<file path="src/rtl/p2s_pkg.sv">
// p2s_pkg: shared definitions for the round-robin parallel-to-serial scheduler.
//   P2S_N_DEF    : default bits per serial word
//   P2S_NREQ_DEF : default number of requesters
//   p2s_state_t  : scheduler FSM states
package p2s_pkg;

  localparam int P2S_N_DEF    = 8;
  localparam int P2S_NREQ_DEF = 4;

  typedef enum logic [1:0] {
    IDLE  = 2'd0,
    SHIFT = 2'd1,
    GAP   = 2'd2
  } p2s_state_t;

endpackage

</file>
<file path="src/rtl/p2s_rr_arb.sv">
// p2s_rr_arb: combinational round-robin selector.
// Ports:
//   req       in  NREQ  pending requests
//   ptr       in  IW    index searched first; search wraps upward mod NREQ
//   gnt_valid out 1     at least one request pending
//   gnt_idx   out IW    first set request at or after ptr
module p2s_rr_arb
  import p2s_pkg::*;
#(
  parameter  int NREQ = P2S_NREQ_DEF,
  localparam int IW   = (NREQ > 1) ? $clog2(NREQ) : 1
) (
  input  logic [NREQ-1:0] req,
  input  logic [IW-1:0]   ptr,
  output logic            gnt_valid,
  output logic [IW-1:0]   gnt_idx
);

  int w_j;

  // Walk from the farthest offset back to ptr so the closest set bit wins.
  always_comb begin
    gnt_valid = 1'b0;
    gnt_idx   = '0;
    w_j       = 0;
    for (int k = NREQ - 1; k >= 0; k--) begin
      w_j = int'(ptr) + k;
      if (w_j >= NREQ) w_j = w_j - NREQ;
      if (req[w_j[IW-1:0]]) begin
        gnt_valid = 1'b1;
        gnt_idx   = w_j[IW-1:0];
      end
    end
  end

endmodule

</file>
<file path="src/rtl/p2s_sched.sv">
// p2s_sched: shares one serializer among NREQ requesters, round-robin.
// A word is granted only from IDLE, shifted out LSB first for N cycles, then
// one GAP cycle separates it from the next grant (word period N+2).
//
//   state | meaning
//   IDLE  | arbitrate; a pending request is granted at the end of this cycle
//   SHIFT | word in flight, one bit per cycle on d
//   GAP   | single dead cycle after the last bit
//
// Ports:
//   clk          in   clock, rising edge
//   reset        in   synchronous active-high reset
//   req          in   NREQ     per-requester word pending (level)
//   din          in   NREQ*N   requester i word at din[N*i +: N]
//   ack          out  NREQ     one-hot pulse in the first bit cycle
//   d            out  1        serial data, LSB first
//   serial_start out  1        first bit cycle
//   serial_end   out  1        last bit cycle
//   busy         out  1        all N bit cycles
//   owner        out  IW       requester whose word is on d
module p2s_sched
  import p2s_pkg::*;
#(
  parameter  int N    = P2S_N_DEF,
  parameter  int NREQ = P2S_NREQ_DEF,
  localparam int IW   = (NREQ > 1) ? $clog2(NREQ) : 1,
  localparam int CW   = $clog2(N) + 1
) (
  input  logic              clk,
  input  logic              reset,
  input  logic [NREQ-1:0]   req,
  input  logic [NREQ*N-1:0] din,
  output logic [NREQ-1:0]   ack,
  output logic              d,
  output logic              serial_start,
  output logic              serial_end,
  output logic              busy,
  output logic [IW-1:0]     owner
);

  localparam logic [CW-1:0] LAST = CW'(N - 1);

  p2s_state_t      r_state;
  logic [IW-1:0]   r_ptr;
  logic [N-1:0]    r_sh;
  logic [CW-1:0]   r_cnt;

  logic            w_gnt_valid;
  logic [IW-1:0]   w_gnt_idx;
  logic [N-1:0]    w_word;
  logic [IW-1:0]   w_ptr_next;

  p2s_rr_arb #(.NREQ(NREQ)) u_arb (
    .req       (req),
    .ptr       (r_ptr),
    .gnt_valid (w_gnt_valid),
    .gnt_idx   (w_gnt_idx)
  );

  assign w_word     = din[int'(w_gnt_idx)*N +: N];
  assign w_ptr_next = (w_gnt_idx == IW'(NREQ - 1)) ? '0 : w_gnt_idx + IW'(1);

  // Bit 0 goes straight to d at grant; r_sh keeps the remaining bits and
  // r_cnt is the index of the bit currently on d.
  always_ff @(posedge clk) begin
    if (reset) begin
      r_state      <= IDLE;
      r_ptr        <= '0;
      r_sh         <= '0;
      r_cnt        <= '0;
      owner        <= '0;
      ack          <= '0;
      d            <= 1'b0;
      serial_start <= 1'b0;
      serial_end   <= 1'b0;
      busy         <= 1'b0;
    end else begin
      case (r_state)
        IDLE: begin
          if (w_gnt_valid) begin
            r_state      <= SHIFT;
            r_sh         <= w_word >> 1;
            r_cnt        <= '0;
            r_ptr        <= w_ptr_next;
            owner        <= w_gnt_idx;
            ack          <= NREQ'(1) << w_gnt_idx;
            d            <= w_word[0];
            serial_start <= 1'b1;
            serial_end   <= (N == 1);
            busy         <= 1'b1;
          end
        end
        SHIFT: begin
          ack          <= '0;
          serial_start <= 1'b0;
          if (r_cnt == LAST) begin
            r_state    <= GAP;
            d          <= 1'b0;
            serial_end <= 1'b0;
            busy       <= 1'b0;
          end else begin
            r_cnt      <= r_cnt + CW'(1);
            d          <= r_sh[0];
            r_sh       <= r_sh >> 1;
            serial_end <= (r_cnt + CW'(1) == LAST);
          end
        end
        GAP: begin
          r_state <= IDLE;
        end
        default: begin
          r_state <= IDLE;
        end
      endcase
    end
  end

endmodule

</file>
<file path="config.mk">
export PLATFORM = sky130hd
export DESIGN_NAME = p2s_sched
export DESIGN_NICKNAME = d
export VERILOG_FILES = /design/src/rtl/p2s_pkg.sv /design/src/rtl/p2s_rr_arb.sv /design/src/rtl/p2s_sched.sv
export SDC_FILE = /design/constraint.sdc
export NUM_CORES = 1
export LEC_CHECK = 0
export ABC_CLOCK_PERIOD_IN_PS = 2650
export BUFFER_PORTS_ARGS = -buffer_cell sky130_fd_sc_hd__clkbuf_2
export CORE_MARGIN = 2
export CORE_UTILIZATION = 45
export CTS_CLUSTER_DIAMETER = 200
export CTS_CLUSTER_SIZE = 8
export DETAILED_ROUTE_END_ITERATION = 16
export PLACE_DENSITY = 0.73
export SYNTH_ARGS = -nofsm -noshare
export SYNTH_HDL_FRONTEND = slang
export SYNTH_HIERARCHICAL = 1
export SYNTH_SLANG_ARGS = --single-unit
export TNS_END_PERCENT = 10
</file>
<file path="constraint.sdc">
create_clock -name clk -period 2.65 [get_ports clk]
set_input_delay 0.265 -clock clk [delete_from_list [all_inputs] [get_ports clk]]
set_output_delay 0.265 -clock clk [all_outputs]
set_load 0.005 [all_outputs]
</file>
* Yosys cells after proc, flatten, opt, wreduce, memory -nomap -nowiden
Cells that the tools add are included.
Word-level totals: register bits after elaboration 26, input port bits 38, logic and storage cells 85
Operators by class: shift operators 2, add/sub/neg operators 9, equality and inequality tests 7, reduce and logical (&&, ||, !) cells 7, mux-type cells 42, $lt $le $gt $ge 8
Operators by type and width (count):
- $shiftx A32 B6 Y8 | 1
- $mux W2 | 11
- $mux W8 | 2
- $pmux W4 S2 | 2
- $pmux W8 S2 | 1
- $mux W1 | 14
- $lt A2 B3 Y1 const B | 4
- $mux W4 | 3
- $ge A3 B3 Y1 const B | 3
- $bmux W1 S2 | 4
- $eq A4 B3 Y1 const B | 2
- $pmux W1 S2 | 4
- $sub A2 B1 Y2 const B | 4
- $add A2 B2 Y3 const B | 2
- $reduce_and A2 Y1 | 3
- $reduce_and A3 Y1 | 2
- $add A4 B1 Y4 const B | 1
- $ne A2 B2 Y1 const B | 2
- $pmux W2 S2 | 1
- $shl A1 B2 Y4 const A | 1
- $add A2 B1 Y3 const B | 1
- $ge A2 B3 Y1 const B | 1
- $add A2 B1 Y2 const B | 1
- $eq A2 B1 Y1 const B | 1
- 4 further kinds | 4

* Depth between registers and ports, before layout
Gate-level depths: netlist of run 1.
depth after elaboration 12, gate-level depth with buffers 8, depth with buffers taken out 7

* By module
The synthesis of run 1 kept the hierarchy.
By module, submodules not included:
- p2s_sched | area an instance 1288.7 um2, seq. area each 500.5 um2, cells an instance 130, times used 1
- p2s_rr_arb | area an instance 77.6 um2, seq. area each 0.0 um2, cells an instance 13, times used 1

* Worst setup path after synthesis of run 1
No wires, ideal clock.
path type register to register, start register r_ptr[1], end register r_sh[0], arrival time 1.817 ns, stages on the path, launching flop included 8, setup time 0.132 ns, period minus slack after synthesis 1.949 ns, path slack 0.701 ns, cells stage by stage dfxtp_1 -> nand2b_1 -> a21oi_1 -> a211oi_2 -> buf_4 -> mux4_2 -> a32oi_1 -> a21oi_1
On the way: longest elaborated chain between the ends 12
RTL lines:
- start: declaration | RTL line p2s_sched.sv:44 | logic [IW-1:0] r_ptr;
- start signal: assignment | RTL line p2s_sched.sv:84 | r_ptr <= w_ptr_next;
- $add A2 B2 Y3 | RTL line p2s_rr_arb.sv:27 | w_j = int'(ptr) + k;
- $ge A3 B3 Y1 or $sub A2 B1 Y2 (tied branches) | RTL line p2s_rr_arb.sv:28 | if (w_j >= NREQ) w_j = w_j - NREQ;
- $mux W2 | RTL line p2s_rr_arb.sv:28
- $bmux W1 S2 | RTL line p2s_rr_arb.sv:29 | if (req[w_j[IW-1:0]]) begin
- $mux W1 (implied by the code) | RTL line p2s_rr_arb.sv:29
- $mux W2 (3 in series) | RTL line p2s_rr_arb.sv:29
- $mux W2 (*) | RTL line p2s_rr_arb.sv:29
- net w_gnt_idx[0] | RTL line p2s_sched.sv:49 | logic [IW-1:0] w_gnt_idx;
- $shiftx A32 B6 Y8 (*) | RTL line p2s_sched.sv:60 | assign w_word = din[int'(w_gnt_idx)*N +: N];
- $mux W8 (*) | RTL line p2s_sched.sv:80 | if (w_gnt_valid) begin
- $pmux W8 S2 (*) | RTL line p2s_sched.sv:78 | case (r_state)
- end signal: assignment | RTL line p2s_sched.sv:82 | r_sh <= w_word >> 1;
- end signal: assignment | RTL line p2s_sched.sv:104 | r_sh <= r_sh >> 1;
- end: declaration | RTL line p2s_sched.sv:45 | logic [N-1:0] r_sh;
The timed path passes the listed nets; every way through them passes the cells marked *. The select of a mux whose other input is x is not followed. A chain may end at the register's enable or synchronous reset.

* Worst setup path in the final report of run 1
start register r_ptr[0], end register r_sh[1]
Same word-level chain as after synthesis.

==> out/qor.json, run 1 <==
{
  "grt_pass1_wl": {"value": 5280, "unit": "µm"},
  "average_wire_per_standard_cell": {"value": 15.1, "unit": "µm"},
  "diodes": {"value": 0},
  "cts_tree": {"value": "yes"},
  "clock_insertion_delay_worst_skew": {"value": 0.32, "unit": "ns"},
  "wirelength": {"value": 3250, "unit": "µm"},
  "synth_largest_area_cell": {"value": "dfxtp_1"},
  "netlist_top_cells_area": {"value": "dfxtp_1 37%, mux4_2 13%, a21oi_1 6.2%"},
  "post-route-period-util": {"value": 0.818},
  "outcome": {"value": "finished, final reports clean"},
  "critPathMaxFanout": {"value": 12},
  "finalWeightedCongestion": {"value": 0.752},
  "via_count_of_the_first_global_routing_pass": {"value": 1242},
  "ctsHoldBuffers": {"value": 0},
  "syn-instance-count": {"value": 143},
  "arrival": {"value": 2.37, "unit": "ns"},
  "yosys_warnings": {"value": 6},
  "drt_pre_antenna_iters": {"value": 3},
  "synth_sequential_area_ratio": {"value": 0.366},
  "placement.io_buffers": {"value": 47},
  "start_util": {"value": 0.483},
  "syn_area_per_cell": {"value": 9.55, "unit": "µm²"},
  "num_rows": {"value": 19},
  "design_power_total": {"value": 0.842, "unit": "mW"},
  "worst_slew_margin_rel": {"value": 0.419},
  "report.final.setup_viol": {"value": 0},
  "synth_cell_types": {"value": 37},
  "syn_to_final_growth": {"value": 18.9, "unit": "%"},
  "number_of_buffers_on_the_longest_clock_path": {"value": 2},
  "core_area": {"value": 2830, "unit": "µm²"},
  "fmaxAchievable": {"value": 462, "unit": "MHz"},
  "r2r_setup_slack": {"value": 0.48, "unit": "ns"},
  "cts.reportedPaths.clkPinSlew": {"value": 0.14, "unit": "ns"},
  "cts.repair.resized": {"value": 0},
  "finalCoreUtilization": {"value": 0.574},
  "hold_path.startpoint": {"value": "din[31]"},
  "worst_r2r_startpoint": {"value": "r_ptr[0]"},
  "flop_and_latch_count_out_of_synthesis": {"value": 25},
  "synth_top_area_share": {"value": 0.366},
  "detailroute.via_count": {"value": 1237},
  "worstHoldEndpoint": {"value": "r_sh[6]"},
  "whs_path_depth": {"value": 4},
  "antenna_found_initial": {"value": 0},
  "die-width": {"value": 59.1, "unit": "µm"},
  "skew": {"value": 0.0133, "unit": "ns"},
  "critical_path.endpoint_type": {"value": "flip-flop"},
  "grt_setup_unrepaired": {"value": "no"},
  "n_fill_cell": {"value": 262},
  "cts_made_buffers": {"value": 3},
  "cts_setup_buffers": {"value": 0},
  "htree_levels": {"value": 1},
  "drc_errors": {"value": 0},
  "hpwl": {"value": 2480, "unit": "µm"},
  "synth_flop_cell": {"value": "dfxtp_1"},
  "layout_min_cycle_time": {"value": 2.17, "unit": "ns"},
  "avgViaCountPerCell": {"value": 5.75},
  "cpLargestDelayFamily": {"value": "simple AND/OR/NAND/NOR gates"},
  "path_buf_inv": {"value": 0},
  "worstRegToRegCells": {"value": 6},
  "worst_slew_pin_slew": {"value": 0.869, "unit": "ns"},
  "floorplan.die_area": {"value": 3490, "unit": "µm²"},
  "pin_count_of_the_biggest_net_entering_global_routing": {"value": 27},
  "vdd.ir_drop.worst": {"value": 0.292, "unit": "mV"},
  "hold_class": {"value": "input pin to flip-flop"},
  "end_of_the_worst_register_to_register_path": {"value": "r_sh[1]"},
  "number_of_enable_type_register_cells_in_the_synthesized_netlist": {"value": 0},
  "timing.critical_path.cells": {"value": "nor3b_1, a211oi_1, nor2_1, mux4_2, a32oi_1, a21oi_1"},
  "grt_resource_usage_total": {"value": 0.198},
  "clkSinkCount": {"value": 25},
  "leakage": {"value": 0.690, "unit": "nW"},
  "critPathLaunchType": {"value": "flip-flop"},
  "worst_path_max_delay_cell": {"value": "nor2_1"},
  "drive_gt1_frac": {"value": 0.342},
  "synth_async_sr_flop_share": {"value": 0},
  "hold_viol": {"value": 0},
  "finalMaxSlewViolations": {"value": 0},
  "power_density": {"value": 519, "unit": "nW/µm²"},
  "synth_nets": {"value": 187},
  "fin_setup_tns": {"value": 0, "unit": "ns"},
  "mappedNetlistArea": {"value": 1370, "unit": "µm²"},
  "worst-endpoint-required": {"value": 2.85, "unit": "ns"},
  "cap_violations": {"value": 0},
  "clock-root-buffer": {"value": "clkbuf_4"},
  "route.antenna.remaining_nets": {"value": 0},
  "crit_path_max_incr_delay": {"value": 0.67, "unit": "ns"},
  "die_h": {"value": 59.1, "unit": "µm"},
  "worstSetupPathType": {"value": "flip-flop to flip-flop"},
  "num-nets-final": {"value": 229},
  "globalRoute.totalOverflow": {"value": 0},
  "io-pin-count": {"value": 48},
  "drt-initial-drc-count": {"value": 38}
}
synthesized netlist by cell type, types with 3 or more instances:
cell type and instances:
inv_1 6, mux4_2 8, nand2b_1 3, a21oi_1 17
a32oi_1 6, nor2_1 10, buf_2 6, dfxtp_1 25
a22oi_1 4, clkbuf_1 4, o211ai_1 9, ha_1 6
nand2_1 12
metrics by stage:
step / instances / setup slack, ns / area, µm² / hold slack [ns]
after CTS: 215 / 0.465 / 1620 / 0.410
final: 215 / 0.483 / 1620 / 0.409
after detailed placement: 211 / 0.472 / 1600 / 0.457
after global routing: 215 / 0.258 / 1620 / 0.399
after global placement: 211 / 0.552 / 1600 / 0.448
after floorplan: 143 / 0.701 / 1370 / 0.453
cell usage in the layout (no fill, tap or decap), types with 2 or more instances in the layout:
cell / synthesis / final
clkbuf_2: 1 / 47
dfxtp_1: 25 / 25
a21oi_1: 17 / 17
nand2_1: 12 / 12
nor2_1: 10 / 10
o211ai_1: 9 / 9
mux4_2: 8 / 8
inv_1: 6 / 6
a32oi_1: 6 / 6
ha_1: 6 / 6
a22oi_1: 4 / 4
nand2b_1: 3 / 3
clkbuf_4: 0 / 3
or3_1: 2 / 2
nor3_1: 2 / 2
nand3_1: 2 / 2
buf_4: 1 / 2
metal layers:
metal	part of all wire	global-route usage	up-vias
met5	0	0	-
met4	0.015	0.0747	0
met3	0.039	0.0415	8
met2	0.50	0.335	33
met1	0.44	0.249	579
li1	-	-	617
worst max path at each step:
stage	start	depth (start not counted)	slack, ns	to
2_1_floorplan	r_ptr[1]	7	0.70	r_sh[0]
3_3_place_gp	req[1]	7	0.55	r_sh[2]
3_5_place_dp	req[1]	7	0.47	r_sh[1]
4_1_cts	r_ptr[0]	6	0.46	r_sh[1]
5_1_grt	r_ptr[0]	6	0.26	r_sh[3]
6_report	r_ptr[0]	6	0.48	r_sh[1]
report_power, final:
group	internal (mW)	switching (mW)
logic	0.122	0.115
clock network	0.0588	0.111
registers	0.411	0.0248
worst reg2reg max path, stage by stage (launching register included):
cell and delay (ns):
dfxtp_1 0.40, nor3b_1 0.21, a211oi_1 0.07, nor2_1 0.67, mux4_2 0.42, a32oi_1 0.19, a21oi_1 0.10
cell families after synthesis:
family          synth area share
compound gates             0.227
simple gates               0.141
flops                      0.366
buf+inv                   0.0586
mux                        0.139
fa+ha+maj                 0.0549
xor+xnor                  0.0128
area by class of cell:
class	count	area, µm²	area share
multi-input cells	100	786	0.484
flip-flops and latches	25	500	0.308
repair buffers	49	250	0.154
well taps	31	38.8	0.0239
clock buffers	4	26.3	0.0162
inverters	6	22.5	0.0139
sequential cells by signal, indices dropped and copies added, names as in the netlist:
name and flops:
ack 4, busy 1, d 1, owner 2, r_cnt 4, r_ptr 2, r_sh 7, r_state 2
serial_end 1, serial_start 1
Power figures use the tool's default switching activity.
==> inputs of run 2 (changes only) <==
ABC_CLOCK_PERIOD_IN_PS = 2100   (was 2650)
clock period = 2.1 ns   (was 2.65 ns; I/O delays follow)
==> out/qor.json, run 2 (synthesis gave the netlist of run 1 again) <==
{
  "clkSinkCount": {"value": 25, "change": "unchanged"},
  "detailroute.via_count": {"value": 1255, "change": "+1.5%"},
  "critical_path.endpoint_type": {"value": "flip-flop"},
  "htree_levels": {"value": 1, "change": "unchanged"},
  "drt_pre_antenna_iters": {"value": 4, "change": "+1"},
  "power_density": {"value": 656, "unit": "nW/µm²", "change": "+26%"},
  "largest_registers": {"value": "r_sh: 7 flops, ack: 4 flops, r_cnt: 4 flops"},
  "hpwl": {"value": 2540, "unit": "µm", "change": "+2.0%"},
  "drt-initial-drc-count": {"value": 73, "change": "+92%"},
  "layout.cells.most_common": {"value": "clkbuf_2"},
  "cts_tree": {"value": "yes"},
  "clock-root-buffer": {"value": "clkbuf_4"},
  "largest_register_ff_count": {"value": 7, "change": "unchanged"},
  "cts_made_buffers": {"value": 3, "change": "unchanged"},
  "timing.critical_path.cells": {"value": "mux2i_1, a211oi_2, buf_12, mux4_2, a32oi_1, a21oi_1"},
  "syn_to_final_growth": {"value": 21.5, "unit": "%"},
  "worstSetupPathType": {"value": "flip-flop to flip-flop"},
  "io-pin-count": {"value": 48, "change": "unchanged"},
  "placement.io_buffers": {"value": 47, "change": "unchanged"},
  "diodes": {"value": 0, "change": "unchanged"},
  "top_register": {"value": "r_sh"},
  "finalMaxSlewViolations": {"value": 0, "change": "unchanged"},
  "num-nets-final": {"value": 232, "change": "+1.3%"},
  "via_count_of_the_first_global_routing_pass": {"value": 1194, "change": "-3.9%"},
  "globalRoute.totalOverflow": {"value": 0, "change": "unchanged"},
  "worst_hold_slack": {"value": 0.354, "unit": "ns", "change": "-0.0556 ns"},
  "finish.cell_count_without_fillers": {"value": 218, "change": "+1.4%"},
  "outcome": {"value": "finished, final reports clean"},
  "average_wire_per_standard_cell": {"value": 15.5, "unit": "µm", "change": "+2.5%"},
  "number_of_buffers_on_the_longest_clock_path": {"value": 2, "change": "unchanged"},
  "worst-endpoint-required": {"value": 2.30, "unit": "ns", "change": "-0.55 ns"},
  "crit_path_max_incr_delay": {"value": 0.51, "unit": "ns", "change": "-0.16 ns"},
  "antenna_found_initial": {"value": 0, "change": "unchanged"},
  "hold_class": {"value": "input pin to flip-flop"},
  "hold_viol": {"value": 0, "change": "unchanged"},
  "post-route-cell-area": {"value": 1660, "unit": "µm²", "change": "+2.2%"},
  "pin_count_of_the_biggest_net_entering_global_routing": {"value": 27, "change": "unchanged"},
  "design_power_total": {"value": 1.09, "unit": "mW", "change": "+29%"},
  "fin_setup_tns": {"value": 0, "unit": "ns", "change": "unchanged"},
  "most-common-layout-cells": {"value": "47 x clkbuf_2, 24 x dfxtp_1, 17 x a21oi_1, 12 x nand2_1, 10 x nor2_1"},
  "grt_setup_unrepaired": {"value": "no"},
  "start_util": {"value": 0.483, "change": "unchanged"},
  "n_fill_cell": {"value": 262, "change": "unchanged"},
  "worst_path_max_delay_cell": {"value": "mux4_2"},
  "critPathMaxFanout": {"value": 13, "change": "+1"},
  "layout_min_cycle_time": {"value": 1.98, "unit": "ns", "change": "-0.184 ns"},
  "drive_gt1_frac": {"value": 0.358, "change": "+0.0159"},
  "core_area": {"value": 2830, "unit": "µm²", "change": "unchanged"},
  "skew": {"value": 0.00202, "unit": "ns", "change": "-0.0113 ns"},
  "post-route-period-util": {"value": 0.944, "change": "+0.127"},
  "worst_slew_pin_slew": {"value": 0.605, "unit": "ns", "change": "-0.263 ns"},
  "cap_violations": {"value": 0, "change": "unchanged"},
  "die-width": {"value": 59.1, "unit": "µm", "change": "unchanged"},
  "ctsHoldBuffers": {"value": 0, "change": "unchanged"},
  "die_h": {"value": 59.1, "unit": "µm", "change": "unchanged"},
  "cts.reportedPaths.clkPinSlew": {"value": 0.13, "unit": "ns", "change": "about the same"},
  "route.antenna.remaining_nets": {"value": 0, "change": "unchanged"},
  "wirelength": {"value": 3380, "unit": "µm", "change": "+3.9%"},
  "leakage": {"value": 0.710, "unit": "nW", "change": "+2.9%"},
  "drc_errors": {"value": 0, "change": "unchanged"},
  "report.final.setup_viol": {"value": 0, "change": "unchanged"},
  "critPathLaunchType": {"value": "flip-flop"},
  "finalWeightedCongestion": {"value": 0.758, "change": "+0.77%"},
  "avgViaCountPerCell": {"value": 5.76, "change": "about the same"},
  "num_rows": {"value": 19, "change": "unchanged"},
  "vdd.ir_drop.worst": {"value": 0.322, "unit": "mV", "change": "+10%"},
  "dp.cells": {"value": 214, "change": "+1.4%"},
  "clock_insertion_delay_worst_skew": {"value": 0.32, "unit": "ns", "change": "about the same"},
  "fmaxAchievable": {"value": 504, "unit": "MHz", "change": "+9.3%"},
  "grt_resource_usage_total": {"value": 0.211, "change": "+0.0122"},
  "floorplan.die_area": {"value": 3490, "unit": "µm²", "change": "unchanged"},
  "worst_slew_margin_rel": {"value": 0.597, "change": "+0.178"},
  "grt_pass1_wl": {"value": 5560, "unit": "µm", "change": "+5.4%"},
  "arrival": {"value": 2.19, "unit": "ns", "change": "-0.18 ns"},
  "placed_cell_area": {"value": 1630, "unit": "µm²", "change": "+2.2%"}
}
==> run 2: changes by cell type in the layout (fill, tap and decap cells not counted) <==
cell and delta:
buf_12 +1, buf_4 +2, dfxtp_1 -1, dfxtp_2 +1
==> run 2: metal layers <==
layer / track usage / wire, µm / vias to the layer above
li1: - / - / 621
met1: 0.279 / 1440 / 595
met2: 0.335 / 1740 / 32
met3: 0.0415 / 131 / 7
met4: 0.0909 / 61 / 0
met5: 0 / 0 / -
==> run 2: stage by stage <==
| step | setup slack, ns | util |
|---|---|---|
| floorplan | 0.151 | - |
| global placement | 0.205 | 0.577 |
| detailed placement | 0.0882 | 0.577 |
| CTS | 0.0744 | 0.586 |
| global route | 0.0333 | 0.587 |
| finish | 0.117 | 0.587 |
==> run 2: what timing repair did <==
action | CTS | global route
setup endpoints to repair | 0 | 2
setup buffers | 0 | 0
endpoints found under the hold margin | 0 | 0
resized for setup | 0 | 1
==> run 2: final cells by class <==
type                            instances  area (µm²)  share of cell area
Clock buffer                            4        26.3              0.0158
Sequential cell                        25         502               0.302
Timing Repair Buffer                   52         285               0.172
Tap cell                               31        38.8              0.0234
Multi-Input combinational cell        100         786               0.473
Inverter                                6        22.5              0.0136
==> run 2: final timing paths <==
check / slack, ns / cells after the start / from / endpoint
setup / recovery: 0.12 / 6 / r_ptr[0] / r_sh[4]
hold / removal: 0.35 / 5 / req[0] / owner[0]
setup reg to reg: 0.12 / 6 / r_ptr[0] / r_sh[4]
hold reg to reg: 0.48 / 2 / owner[0] / owner[0]
==> run 2: worst max-delay path: cells and delay by family (launching register included) <==
kind,cells,cell delay (ns)
DFF,1,0.42
AOI/OAI and AO/OA,3,0.64
muxes,2,0.62
buffers and inverters,1,0.19
==> run 2: where the power goes <==
part | switching, mW | leakage [nW] | internal [mW] | total, mW
combinational | 0.151 | 0.489 | 0.168 | 0.319
sequential | 0.0314 | 0.206 | 0.519 | 0.550
clock | 0.145 | 0.0150 | 0.0745 | 0.220
==> inputs of run 3 (changes only) <==
ABC_CLOCK_PERIOD_IN_PS = default   (was 2100)
BUFFER_PORTS_ARGS = default   (was -buffer_cell sky130_fd_sc_hd__clkbuf_2)
DONT_BUFFER_PORTS = 1   (was default)
PLACE_DENSITY = default   (was 0.73)
==> out/qor.json, run 3 (synthesis gave the netlist of run 1 again) <==
{
  "outcome": {"value": "finished, final reports clean"},
  "num-nets-final": {"value": 186, "change": "-20%"},
  "multi_input_comb_area": {"value": 786, "unit": "µm²", "change": "unchanged"},
  "htree_levels": {"value": 1, "change": "unchanged"},
  "fin_setup_tns": {"value": 0, "unit": "ns", "change": "unchanged"},
  "clock_insertion_delay_worst_skew": {"value": 0.33, "unit": "ns", "change": "about the same"},
  "drc_errors": {"value": 0, "change": "unchanged"},
  "critPathLaunchType": {"value": "flip-flop"},
  "antenna_found_initial": {"value": 0, "change": "unchanged"},
  "post-route-cell-area": {"value": 1440, "unit": "µm²", "change": "-13%"},
  "ff_latch_area": {"value": 500, "unit": "µm²", "change": "-0.25%"},
  "largest_register_ff_count": {"value": 7, "change": "unchanged"},
  "cap_violations": {"value": 0, "change": "unchanged"},
  "syn_to_final_growth": {"value": 5.22, "unit": "%"},
  "clock-root-buffer": {"value": "clkbuf_4"},
  "globalRoute.totalOverflow": {"value": 0, "change": "unchanged"},
  "clkSinkCount": {"value": 25, "change": "unchanged"},
  "power_density": {"value": 730, "unit": "nW/µm²", "change": "+11%"},
  "num_rows": {"value": 19, "change": "unchanged"},
  "crit_path_max_incr_delay": {"value": 0.50, "unit": "ns", "change": "about the same"},
  "finalCoreUtilization": {"value": 0.508, "change": "-0.0787"},
  "diodes": {"value": 0, "change": "unchanged"},
  "report.final.setup_viol": {"value": 0, "change": "unchanged"},
  "critPathMaxFanout": {"value": 13, "change": "unchanged"},
  "worst_slew_pin_slew": {"value": 0.849, "unit": "ns", "change": "+0.244 ns"},
  "cts.reportedPaths.clkPinSlew": {"value": 0.16, "unit": "ns", "change": "+0.03 ns"},
  "hold_class": {"value": "input pin to flip-flop"},
  "met2_resource_use_gr": {"value": 0.324, "change": "-0.0111"},
  "core_area": {"value": 2830, "unit": "µm²", "change": "unchanged"},
  "finalMaxSlewViolations": {"value": 0, "change": "unchanged"},
  "critical_path.endpoint_type": {"value": "flip-flop"},
  "floorplan.die_area": {"value": 3490, "unit": "µm²", "change": "unchanged"},
  "arrival": {"value": 2.19, "unit": "ns", "change": "about the same"},
  "grt.met1_usage": {"value": 0.260, "change": "-0.0186"},
  "detailroute.via_count": {"value": 1122, "change": "-11%"},
  "worstSetupPathType": {"value": "flip-flop to flip-flop"},
  "worst_hold_slack": {"value": 0.0923, "unit": "ns", "change": "-0.262 ns"},
  "avgViaCountPerCell": {"value": 6.52, "change": "+13%"},
  "grt_resource_usage_total": {"value": 0.196, "change": "-0.0145"},
  "pin_count_of_the_biggest_net_entering_global_routing": {"value": 24, "change": "-11%"},
  "worst_path_most_repeated_cell": {"value": "a21oi_1"},
  "n_fill_cell": {"value": 266, "change": "+1.5%"},
  "grt_setup_unrepaired": {"value": "no"},
  "finalWeightedCongestion": {"value": 0.771, "change": "+1.8%"},
  "die-width": {"value": 59.1, "unit": "µm", "change": "unchanged"},
  "post-route-period-util": {"value": 0.946, "change": "+0.00202"},
  "wirelength": {"value": 3100, "unit": "µm", "change": "-8.2%"},
  "drive_gt1_frac": {"value": 0.142, "change": "-0.216"},
  "hpwl": {"value": 2200, "unit": "µm", "change": "-13%"},
  "leakage": {"value": 0.514, "unit": "nW", "change": "-28%"},
  "design_power_total": {"value": 1.05, "unit": "mW", "change": "-3.6%"},
  "grt_pass1_wl": {"value": 5190, "unit": "µm", "change": "-6.7%"},
  "drt_pre_antenna_iters": {"value": 4, "change": "unchanged"},
  "drt-initial-drc-count": {"value": 32, "change": "-56%"},
  "groute.layer.met3.usage": {"value": 0.0459, "change": "+0.00437"},
  "top_register": {"value": "r_sh"},
  "most-common-layout-cells": {"value": "25 x dfxtp_1, 17 x a21oi_1, 12 x nand2_1, 10 x nor2_1, 9 x o211ai_1"},
  "skew": {"value": 0.0139, "unit": "ns", "change": "+0.0118 ns"},
  "number_of_buffers_on_the_longest_clock_path": {"value": 2, "change": "unchanged"},
  "die_h": {"value": 59.1, "unit": "µm", "change": "unchanged"},
  "cts_tree": {"value": "yes"},
  "fmaxAchievable": {"value": 503, "unit": "MHz", "change": "-0.21%"},
  "cts_setup_buffers": {"value": 0, "change": "unchanged"},
  "worst-endpoint-required": {"value": 2.30, "unit": "ns", "change": "about the same"},
  "grt_busiest_layer": {"value": "met2"},
  "cts_made_buffers": {"value": 3, "change": "unchanged"},
  "worst_slew_margin_rel": {"value": 0.432, "change": "-0.164"},
  "layout.cells.most_common": {"value": "dfxtp_1"},
  "io-pin-count": {"value": 48, "change": "unchanged"},
  "cpLargestDelayFamily": {"value": "compound AO/OA/AOI/OAI gates"},
  "worst_path_max_delay_cell": {"value": "mux4_2"},
  "average_wire_per_standard_cell": {"value": 18.0, "unit": "µm", "change": "+16%"},
  "layout_min_cycle_time": {"value": 1.99, "unit": "ns", "change": "+0.00424 ns"},
  "via_count_of_the_first_global_routing_pass": {"value": 1120, "change": "-6.2%"},
  "hold_viol": {"value": 0, "change": "unchanged"},
  "placed_cell_area": {"value": 1400, "unit": "µm²", "change": "-14%"},
  "start_util": {"value": 0.483, "change": "unchanged"},
  "vdd.ir_drop.worst": {"value": 0.325, "unit": "mV", "change": "+0.68%"},
  "largest_registers": {"value": "r_sh: 7 flops, ack: 4 flops, r_cnt: 4 flops"},
  "path_buf_inv": {"value": 1, "change": "unchanged"},
  "placement.io_buffers": {"value": 0, "change": "-100%"},
  "timing.critical_path.cells": {"value": "nand2b_1, a21oi_1, a211oi_2, buf_12, mux4_2, a32oi_1, a21oi_1"},
  "route.antenna.remaining_nets": {"value": 0, "change": "unchanged"}
}
## run 3: changes by cell type in the layout (fill, tap and decap cells not counted), sizes merged
| cell | previous run | this run |
|---|---|---|
| clkinvlp | 0 | 1 |
| clkbuf | 51 | 3 |
| dlygate4sd3 | 0 | 1 |
## run 3: final timing paths
kind	from	endpoint	slack [ns]	depth (start not counted)
hold / removal	reset	serial_end	0.09	3
setup reg to reg	r_ptr[1]	r_sh[0]	0.11	7
hold reg to reg	owner[0]	owner[0]	0.49	2
setup / recovery	r_ptr[1]	r_sh[0]	0.11	7
## run 3: report_power, final
part           switching (mW)  internal, mW  leakage, nW
combinational           0.132         0.136        0.294
clock                   0.157        0.0728       0.0139
sequential             0.0336         0.518        0.206
## run 3: worst min-delay path, delay by kind of cell
| kind | cells | cell delay, ns |
|---|---|---|
| AO/OA/AOI/OAI | 1 | 0.06 |
| AND/OR/NAND/NOR | 1 | 0.08 |
| buffers and inverters | 1 | 0.04 |
## run 3: layout make-up
type	count	share of cell area
inverters	6	0.0157
repair buffers	6	0.0418
clock buffers	3	0.0157
clock inverters	1	0.00522
multi-input cells	100	0.547
flip-flops and latches	25	0.348
well taps	31	0.0270
## run 3: what timing repair did
| action | in CTS | in global routing |
|---|---|---|
| endpoints found under the hold margin | 23 | 0 |
| resized for setup | 0 | 0 |
| hold buffers | 1 | 0 |
## run 3: through the flow
step	worst slack, ns	cells
floorplan	0.151	143
detailed placement	0.166	167
CTS	0.106	172
global route	0.0209	172
finish	0.113	172
global placement	0.222	167
## run 3: metal layers
metal / part of all wire / vias to the layer above
met5: 0 / -
met4: 0.0061 / 0
met3: 0.070 / 2
met2: 0.48 / 50
met1: 0.44 / 534
li1: - / 536
